===== config.mk =====
export PLATFORM = sky130hd
export DESIGN_NAME = watch_set_cu_flat
export DESIGN_NICKNAME = d
export VERILOG_FILES = /design/src/rtl/watch_pkg.sv /design/src/rtl/watch_set_cu_if.sv /design/src/rtl/tick_cnt.sv /design/src/rtl/watch_set_cu.sv /design/src/flat_wrapper.sv
export SDC_FILE = /design/constraint.sdc
export NUM_CORES = 1
export LEC_CHECK = 0
export ABC_AREA = 1
export CAP_MARGIN = 20
export CORE_MARGIN = 5
export CORE_UTILIZATION = 40
export CTS_CLUSTER_DIAMETER = 30
export DETAILED_ROUTE_END_ITERATION = 12
export HOLD_SLACK_MARGIN = 0.15
export SLEW_MARGIN = 20
export SYNTH_ARGS = -nofsm -noshare
export SYNTH_HDL_FRONTEND = slang
export SYNTH_SLANG_ARGS = --single-unit

===== constraint.sdc =====
create_clock -name clk -period 1.22 [get_ports clk]
set_input_delay 0.305 -clock clk [delete_from_list [all_inputs] [get_ports clk]]
set_output_delay 0.305 -clock clk [all_outputs]
set_load 0.01 [all_outputs]

===== src/rtl/watch_pkg.sv =====
// Shared state encoding and field-select codes for the watch set control unit.
// WATCH_SET_SEC_EN adds the seconds-edit state to the mode sequence.
package watch_pkg;

  localparam logic [1:0] SEL_NONE = 2'd0;
  localparam logic [1:0] SEL_HOUR = 2'd1;
  localparam logic [1:0] SEL_MIN  = 2'd2;
  localparam logic [1:0] SEL_SEC  = 2'd3;

  typedef enum logic [1:0] {
    StNormal  = 2'd0,
    StSetHour = 2'd1,
    StSetMin  = 2'd2,
    StSetSec  = 2'd3
  } state_e;

  function automatic state_e next_state(state_e s);
    state_e n;
    n = StNormal;
    case (s)
      StNormal:  n = StSetHour;
      StSetHour: n = StSetMin;
`ifdef WATCH_SET_SEC_EN
      StSetMin:  n = StSetSec;
`else
      StSetMin:  n = StNormal;
`endif
      default:   n = StNormal;
    endcase
    return n;
  endfunction

  function automatic logic [1:0] sel_of(state_e s);
    logic [1:0] sel;
    sel = SEL_NONE;
    case (s)
      StSetHour: sel = SEL_HOUR;
      StSetMin:  sel = SEL_MIN;
      StSetSec:  sel = SEL_SEC;
      default:   sel = SEL_NONE;
    endcase
    return sel;
  endfunction

endpackage


===== src/rtl/watch_set_cu_if.sv =====
// Button/timebase inputs and datapath control outputs of the watch set control unit.
interface watch_set_cu_if;
  logic       i_tick;
  logic       i_mode;
  logic       i_up;
  logic       i_down;
  logic [1:0] o_sel;
  logic       o_inc;
  logic       o_dec;
  logic       o_hold;
  logic       o_blink;

  modport master (
    output i_tick, i_mode, i_up, i_down,
    input  o_sel, o_inc, o_dec, o_hold, o_blink
  );

  modport slave (
    input  i_tick, i_mode, i_up, i_down,
    output o_sel, o_inc, o_dec, o_hold, o_blink
  );
endinterface


===== src/rtl/tick_cnt.sv =====
// Clearable counter advanced by i_tick; o_term flags the tick that reaches MAX and wraps to 0.
module tick_cnt #(
  parameter int unsigned MAX = 8
) (
  input  logic clk,
  input  logic rst,
  input  logic i_clr,
  input  logic i_tick,
  output logic o_term
);
  localparam int unsigned W = $clog2(MAX + 1);
  localparam logic [W-1:0] LAST = W'(MAX - 1);

  logic [W-1:0] r_cnt;
  logic         w_term;

  // A clear in the same cycle suppresses the terminal flag.
  assign w_term = i_tick & ~i_clr & (r_cnt == LAST);
  assign o_term = w_term;

  always_ff @(posedge clk or posedge rst) begin
    if (rst) begin
      r_cnt <= '0;
    end else if (i_clr) begin
      r_cnt <= '0;
    end else if (i_tick) begin
      r_cnt <= w_term ? '0 : r_cnt + W'(1);
    end
  end
endmodule


===== src/rtl/watch_set_cu.sv =====
// Watch time-set control unit: mode sequencing, inc/dec pulses, idle timeout and field blink.
// Seconds editing is present only when WATCH_SET_SEC_EN is defined (see watch_pkg).
module watch_set_cu
  import watch_pkg::*;
#(
  parameter int unsigned TIMEOUT_TICKS = 1000,
  parameter int unsigned BLINK_TICKS   = 50
) (
  input  logic           clk,
  input  logic           rst,
  watch_set_cu_if.slave  bus
);
  state_e     r_state;
  logic [1:0] r_sel;
  logic       r_inc;
  logic       r_dec;
  logic       r_hold;
  logic       r_blink;

  logic   w_normal;
  logic   w_act;
  logic   w_idle_term;
  logic   w_blink_term;
  logic   w_idle_clr;
  logic   w_blink_clr;
  state_e w_next;

  assign w_normal    = (r_state == StNormal);
  assign w_act       = bus.i_mode | bus.i_up | bus.i_down;
  assign w_next      = next_state(r_state);
  assign w_idle_clr  = w_normal | w_act;
  assign w_blink_clr = w_normal | w_act | w_idle_term;

  tick_cnt #(
    .MAX (TIMEOUT_TICKS)
  ) u_idle_cnt (
    .clk    (clk),
    .rst    (rst),
    .i_clr  (w_idle_clr),
    .i_tick (bus.i_tick),
    .o_term (w_idle_term)
  );

  tick_cnt #(
    .MAX (BLINK_TICKS)
  ) u_blink_cnt (
    .clk    (clk),
    .rst    (rst),
    .i_clr  (w_blink_clr),
    .i_tick (bus.i_tick),
    .o_term (w_blink_term)
  );

  always_ff @(posedge clk or posedge rst) begin
    if (rst) begin
      r_state <= StNormal;
      r_sel   <= SEL_NONE;
      r_inc   <= 1'b0;
      r_dec   <= 1'b0;
      r_hold  <= 1'b0;
      r_blink <= 1'b0;
    end else begin
      r_inc <= 1'b0;
      r_dec <= 1'b0;
      if (bus.i_mode) begin
        // Mode wins over up/down; entering a set state shows the field immediately.
        r_state <= w_next;
        r_sel   <= sel_of(w_next);
        r_hold  <= (w_next != StNormal);
        r_blink <= (w_next != StNormal);
      end else if (w_normal) begin
        r_blink <= 1'b0;
      end else if (w_act) begin
        r_inc   <= bus.i_up & ~bus.i_down;
        r_dec   <= bus.i_down & ~bus.i_up;
        r_blink <= 1'b1;
      end else if (w_idle_term) begin
        r_state <= StNormal;
        r_sel   <= SEL_NONE;
        r_hold  <= 1'b0;
        r_blink <= 1'b0;
      end else if (w_blink_term) begin
        r_blink <= ~r_blink;
      end
    end
  end

  assign bus.o_sel   = r_sel;
  assign bus.o_inc   = r_inc;
  assign bus.o_dec   = r_dec;
  assign bus.o_hold  = r_hold;
  assign bus.o_blink = r_blink;
endmodule


===== src/flat_wrapper.sv =====
// flat-port wrapper written by rule: the top's interface ports become plain ports
module watch_set_cu_flat import watch_pkg::*;
#(
  parameter int unsigned TIMEOUT_TICKS = 1000,
  parameter int unsigned BLINK_TICKS   = 50
)
  (clk, rst, bus_i_tick, bus_i_mode, bus_i_up, bus_i_down, bus_o_sel, bus_o_inc, bus_o_dec, bus_o_hold, bus_o_blink);
  watch_set_cu_if bus_i ();
  input  logic clk;
  input  logic rst;
  input wire logic [$bits(bus_i.i_tick)-1:0] bus_i_tick;
  input wire logic [$bits(bus_i.i_mode)-1:0] bus_i_mode;
  input wire logic [$bits(bus_i.i_up)-1:0] bus_i_up;
  input wire logic [$bits(bus_i.i_down)-1:0] bus_i_down;
  output wire logic [$bits(bus_i.o_sel)-1:0] bus_o_sel;
  output wire logic [$bits(bus_i.o_inc)-1:0] bus_o_inc;
  output wire logic [$bits(bus_i.o_dec)-1:0] bus_o_dec;
  output wire logic [$bits(bus_i.o_hold)-1:0] bus_o_hold;
  output wire logic [$bits(bus_i.o_blink)-1:0] bus_o_blink;
  assign bus_i.i_tick = bus_i_tick;
  assign bus_i.i_mode = bus_i_mode;
  assign bus_i.i_up = bus_i_up;
  assign bus_i.i_down = bus_i_down;
  assign bus_o_sel = bus_i.o_sel;
  assign bus_o_inc = bus_i.o_inc;
  assign bus_o_dec = bus_i.o_dec;
  assign bus_o_hold = bus_i.o_hold;
  assign bus_o_blink = bus_i.o_blink;
  watch_set_cu #(.TIMEOUT_TICKS(TIMEOUT_TICKS), .BLINK_TICKS(BLINK_TICKS)) u_core (.clk(clk), .rst(rst), .bus(bus_i));
endmodule

==> results.yml <==
cells_and_area:
  drive_above_1_share_pct: 39.5
  layout.nets: 210
  area_delta_synth_final_pct: 38.7
  num_antenna_cells: 0
pwr:
  p_leak_nw: 0.859
  power.total_w: 0.00176
  ir_drop_uv: 706
  p_per_area_nw_per_um2: 959
logic_synthesis:
  syn_inst: 154
  ys_ff_latch: 23
  synthMuxAreaShare_pct: 0
  synth_top_area_share_pct: 43.4
  synth_compound_area_share_pct: 8.68
  ys_seq_area_share_pct: 43.4
  synth_area_leaders: "dfrtp_1 (43%), nand2_1 (9.9%), nand3_1 (5.3%)"
  synthArstFlopShare_pct: 100
  synth-xor-area-share_pct: 4.62
  synth_fp_nets: 163
  yosysUniqueCellTypes: 31
  synth_edf_count: 0
  synth_top_family_by_area: "simple AND/OR/NAND/NOR gates"
  avgSynthCellArea_um2: 8.61
  synthFlopType: "dfrtp_1"
  yosys.area_share.simple_pct: 34.6
  netlist_top_cells_count: "nand2_1 (35), dfrtp_1 (23), nand3_1 (14)"
  synth_adder_area_share_pct: 2.83
  yosysMostFrequentCell: "nand2_1"
  synth_top_area_cell: "dfrtp_1"
  synth_area_um2: 1330
  yosysWarnings: 0
grt:
  grt_pass1_vias: 1160
  antenna_found_initial: 0
  grt_first_pass_wirelength_um: 5130
  grt_overflow: 0
  grt_max_degree: 24
  gr-usage-all-layers_pct: 14.9
run:
  max_cap_violations: 0
routing:
  drt_iter0_drc: 60
  drc: 0
  wl_per_cell_um: 11.9
  vias: 1159
  dr.pass1.iters: 4
  final_antenna_net_count: 0
  vias_per_cell: 4.71
  wirelength_um: 2920
sta:
  slew_headroom_pct: 82.0
  finalSetupViolCount: 18
  drv_slew: 0
  finalCritPeriodShare_pct: 108
  whs_ps: 289
  finalHoldViolations: 0
  rsz0062_at_grt: "yes"
  fin_skew_ps: 1.29
  finalWorstSetupSlack_ps: -102
  worst-slew-pin-transition_ps: 269
  fin_crit_ps: 1320
  clock.fmax_ghz: 0.757
clock_tree:
  clock_path_buffers: 2
  holdBufCountCts: 0
  root_buffer: "clkbuf_4"
  tritoncts: "yes"
  cts_num_sinks: 23
  clkLatencyLatePin_ps: 320
  htree_levels: 1
  clk_pin_slew_ps: 140
  cts_made_buffers: 3
worst_setup_path:
  endpoint_kind: "flop"
  critPathMaxFanout: 6
  r2r_start: "u_core.u_idle_cnt.r_cnt[3]"
  cp_top_family: "buffers and inverters"
  crit_path_top_delay_cell: "clkdlybuf4s50_1"
  ff2ff_setup_slack_ps: -100
  worstPathArrival_ps: 1550
  crit_buf_inv: 2
  path_cells: "clkdlybuf4s50_1 -> nand2_1 -> nor2_1 -> nand3_4 -> buf_6 -> nand4_4 -> o22ai_1"
  cp-start-kind: "input port"
  crit_path_max_incr_delay_ps: 530
  r2r_end: "u_core.u_blink_cnt.r_cnt[3]"
  required_ps: 1440
  r2r_cells: 7
  worst-setup-path-type: "input port to flop"
placed_design:
  gp_congestion: 0.766
  portBuffers: 11
  dpl.hpwl_um: 2180
floorplan:
  die_y_um: 67.6
  dieArea_um2: 4570
  start_util_pct: 40.4
  std_cell_rows: 21
  core_region_area_um2: 3280
  fp.dieW_um: 67.6
  boundaryPins: 12
status:
  violations: "negative setup slack"
  status: "complete, but fails checks"
worst_hold_path:
  hp-class: "input port to asynchronous set/reset pin"
==> cell type report <==
cell class	instances	area, um2
fillers	305	1450
well taps	46	57.6
flip-flops and latches	23	576
inverters	18	72.6
multi-input cells	112	754
clock inverters	1	7.51
repair buffers	43	349
clock buffers	3	22.5
==> cell families after synthesis <==
group,Yosys count
AO/OA/AOI/OAI,19
buffers and inverters,19
flip-flops,23
adder cells (fa/ha/maj),3
XOR/XNOR,7
AND/OR/NAND/NOR,83
==> worst max-delay path by stage <==
stage | startpoint | to | slack (ps) | cells after the start
floorplan | u_core.u_idle_cnt.r_cnt[0] | u_core.u_idle_cnt.r_cnt[8] | -50 | 8
global placement | bus_i_tick | u_core.bus.o_blink | -410 | 10
detailed placement | bus_i_down | u_core.u_blink_cnt.r_cnt[0] | -440 | 8
CTS | u_core.u_idle_cnt.r_cnt[0] | u_core.u_idle_cnt.r_cnt[6] | -140 | 8
global route | u_core.u_idle_cnt.r_cnt[0] | u_core.u_idle_cnt.r_cnt[3] | -200 | 8
finish | bus_i_tick | u_core.u_blink_cnt.r_cnt[3] | -100 | 7
==> cells in the final DEF, fill, tap and decap left out, drive strengths merged, types with 2 or more instances in the layout <==
master,instances
nand4,5
ha,3
nand3,17
clkdlybuf4s50,5
o22ai,3
dfrtp,23
nor2,17
nor4,2
buf,38
xor2,5
clkbuf,3
nand2,39
inv,18
xnor2,2
o21ai,13
==> layer usage <==
metal / up-vias / track usage (%) / part of all wire (%)
li1: 600 / - / -
met4: 0 / 4.81 / 1.7
met5: - / 0 / 0
met1: 544 / 18.3 / 47
met3: 4 / 3.99 / 2.2
met2: 11 / 25.2 / 50
==> worst register-to-register path, delay by kind of cell (launching register included) <==
family	cells	cell delay [ps]
and+or+nand+nor	4	460
DFF	1	450
AOI/OAI and AO/OA	1	90
buffers and inverters	2	220
==> state kept, by name (all words and copies together), names as in the netlist <==
| signal | count |
|---|---|
| u_core.u_blink_cnt.r_cnt | 6 |
| u_core.bus.o_hold | 1 |
| u_core.bus.o_dec | 1 |
| u_core.bus.o_blink | 1 |
| u_core.u_idle_cnt.r_cnt | 10 |
| u_core.bus.o_inc | 1 |
| u_core.bus.o_sel | 2 |
| u_core.r_state | 1 |
==> power breakdown <==
group / switching [W] / internal [W]
registers: 0.0000408 / 0.000828
logic: 0.000265 / 0.000245
clock network: 0.000260 / 0.000126
total: 0.000565 / 0.00120
==> repair_timing <==
| item | in CTS | in global routing |
|---|---|---|
| setup endpoints to repair | 24 | 22 |
| setup buffers | 4 | 3 |
| resized for setup | 26 | 15 |
| pin swaps | 2 | 9 |
| cloned | 0 | 0 |
==> metrics by stage <==
step / setup TNS, ps / area [um2] / util, % / instances / setup WS (ps)
finish: -1260 / 1840 / 56.0 / 246 / -102
global route: -3140 / 1840 / 56.0 / 246 / -199
CTS: -1530 / 1730 / 52.8 / 243 / -135
detailed placement: -8270 / 1700 / 51.9 / 235 / -442
global placement: -7420 / 1700 / 51.9 / 235 / -407
floorplan: -271 / 1340 / - / 154 / -48.0
Note: power is estimated with default switching activity, not from simulation.
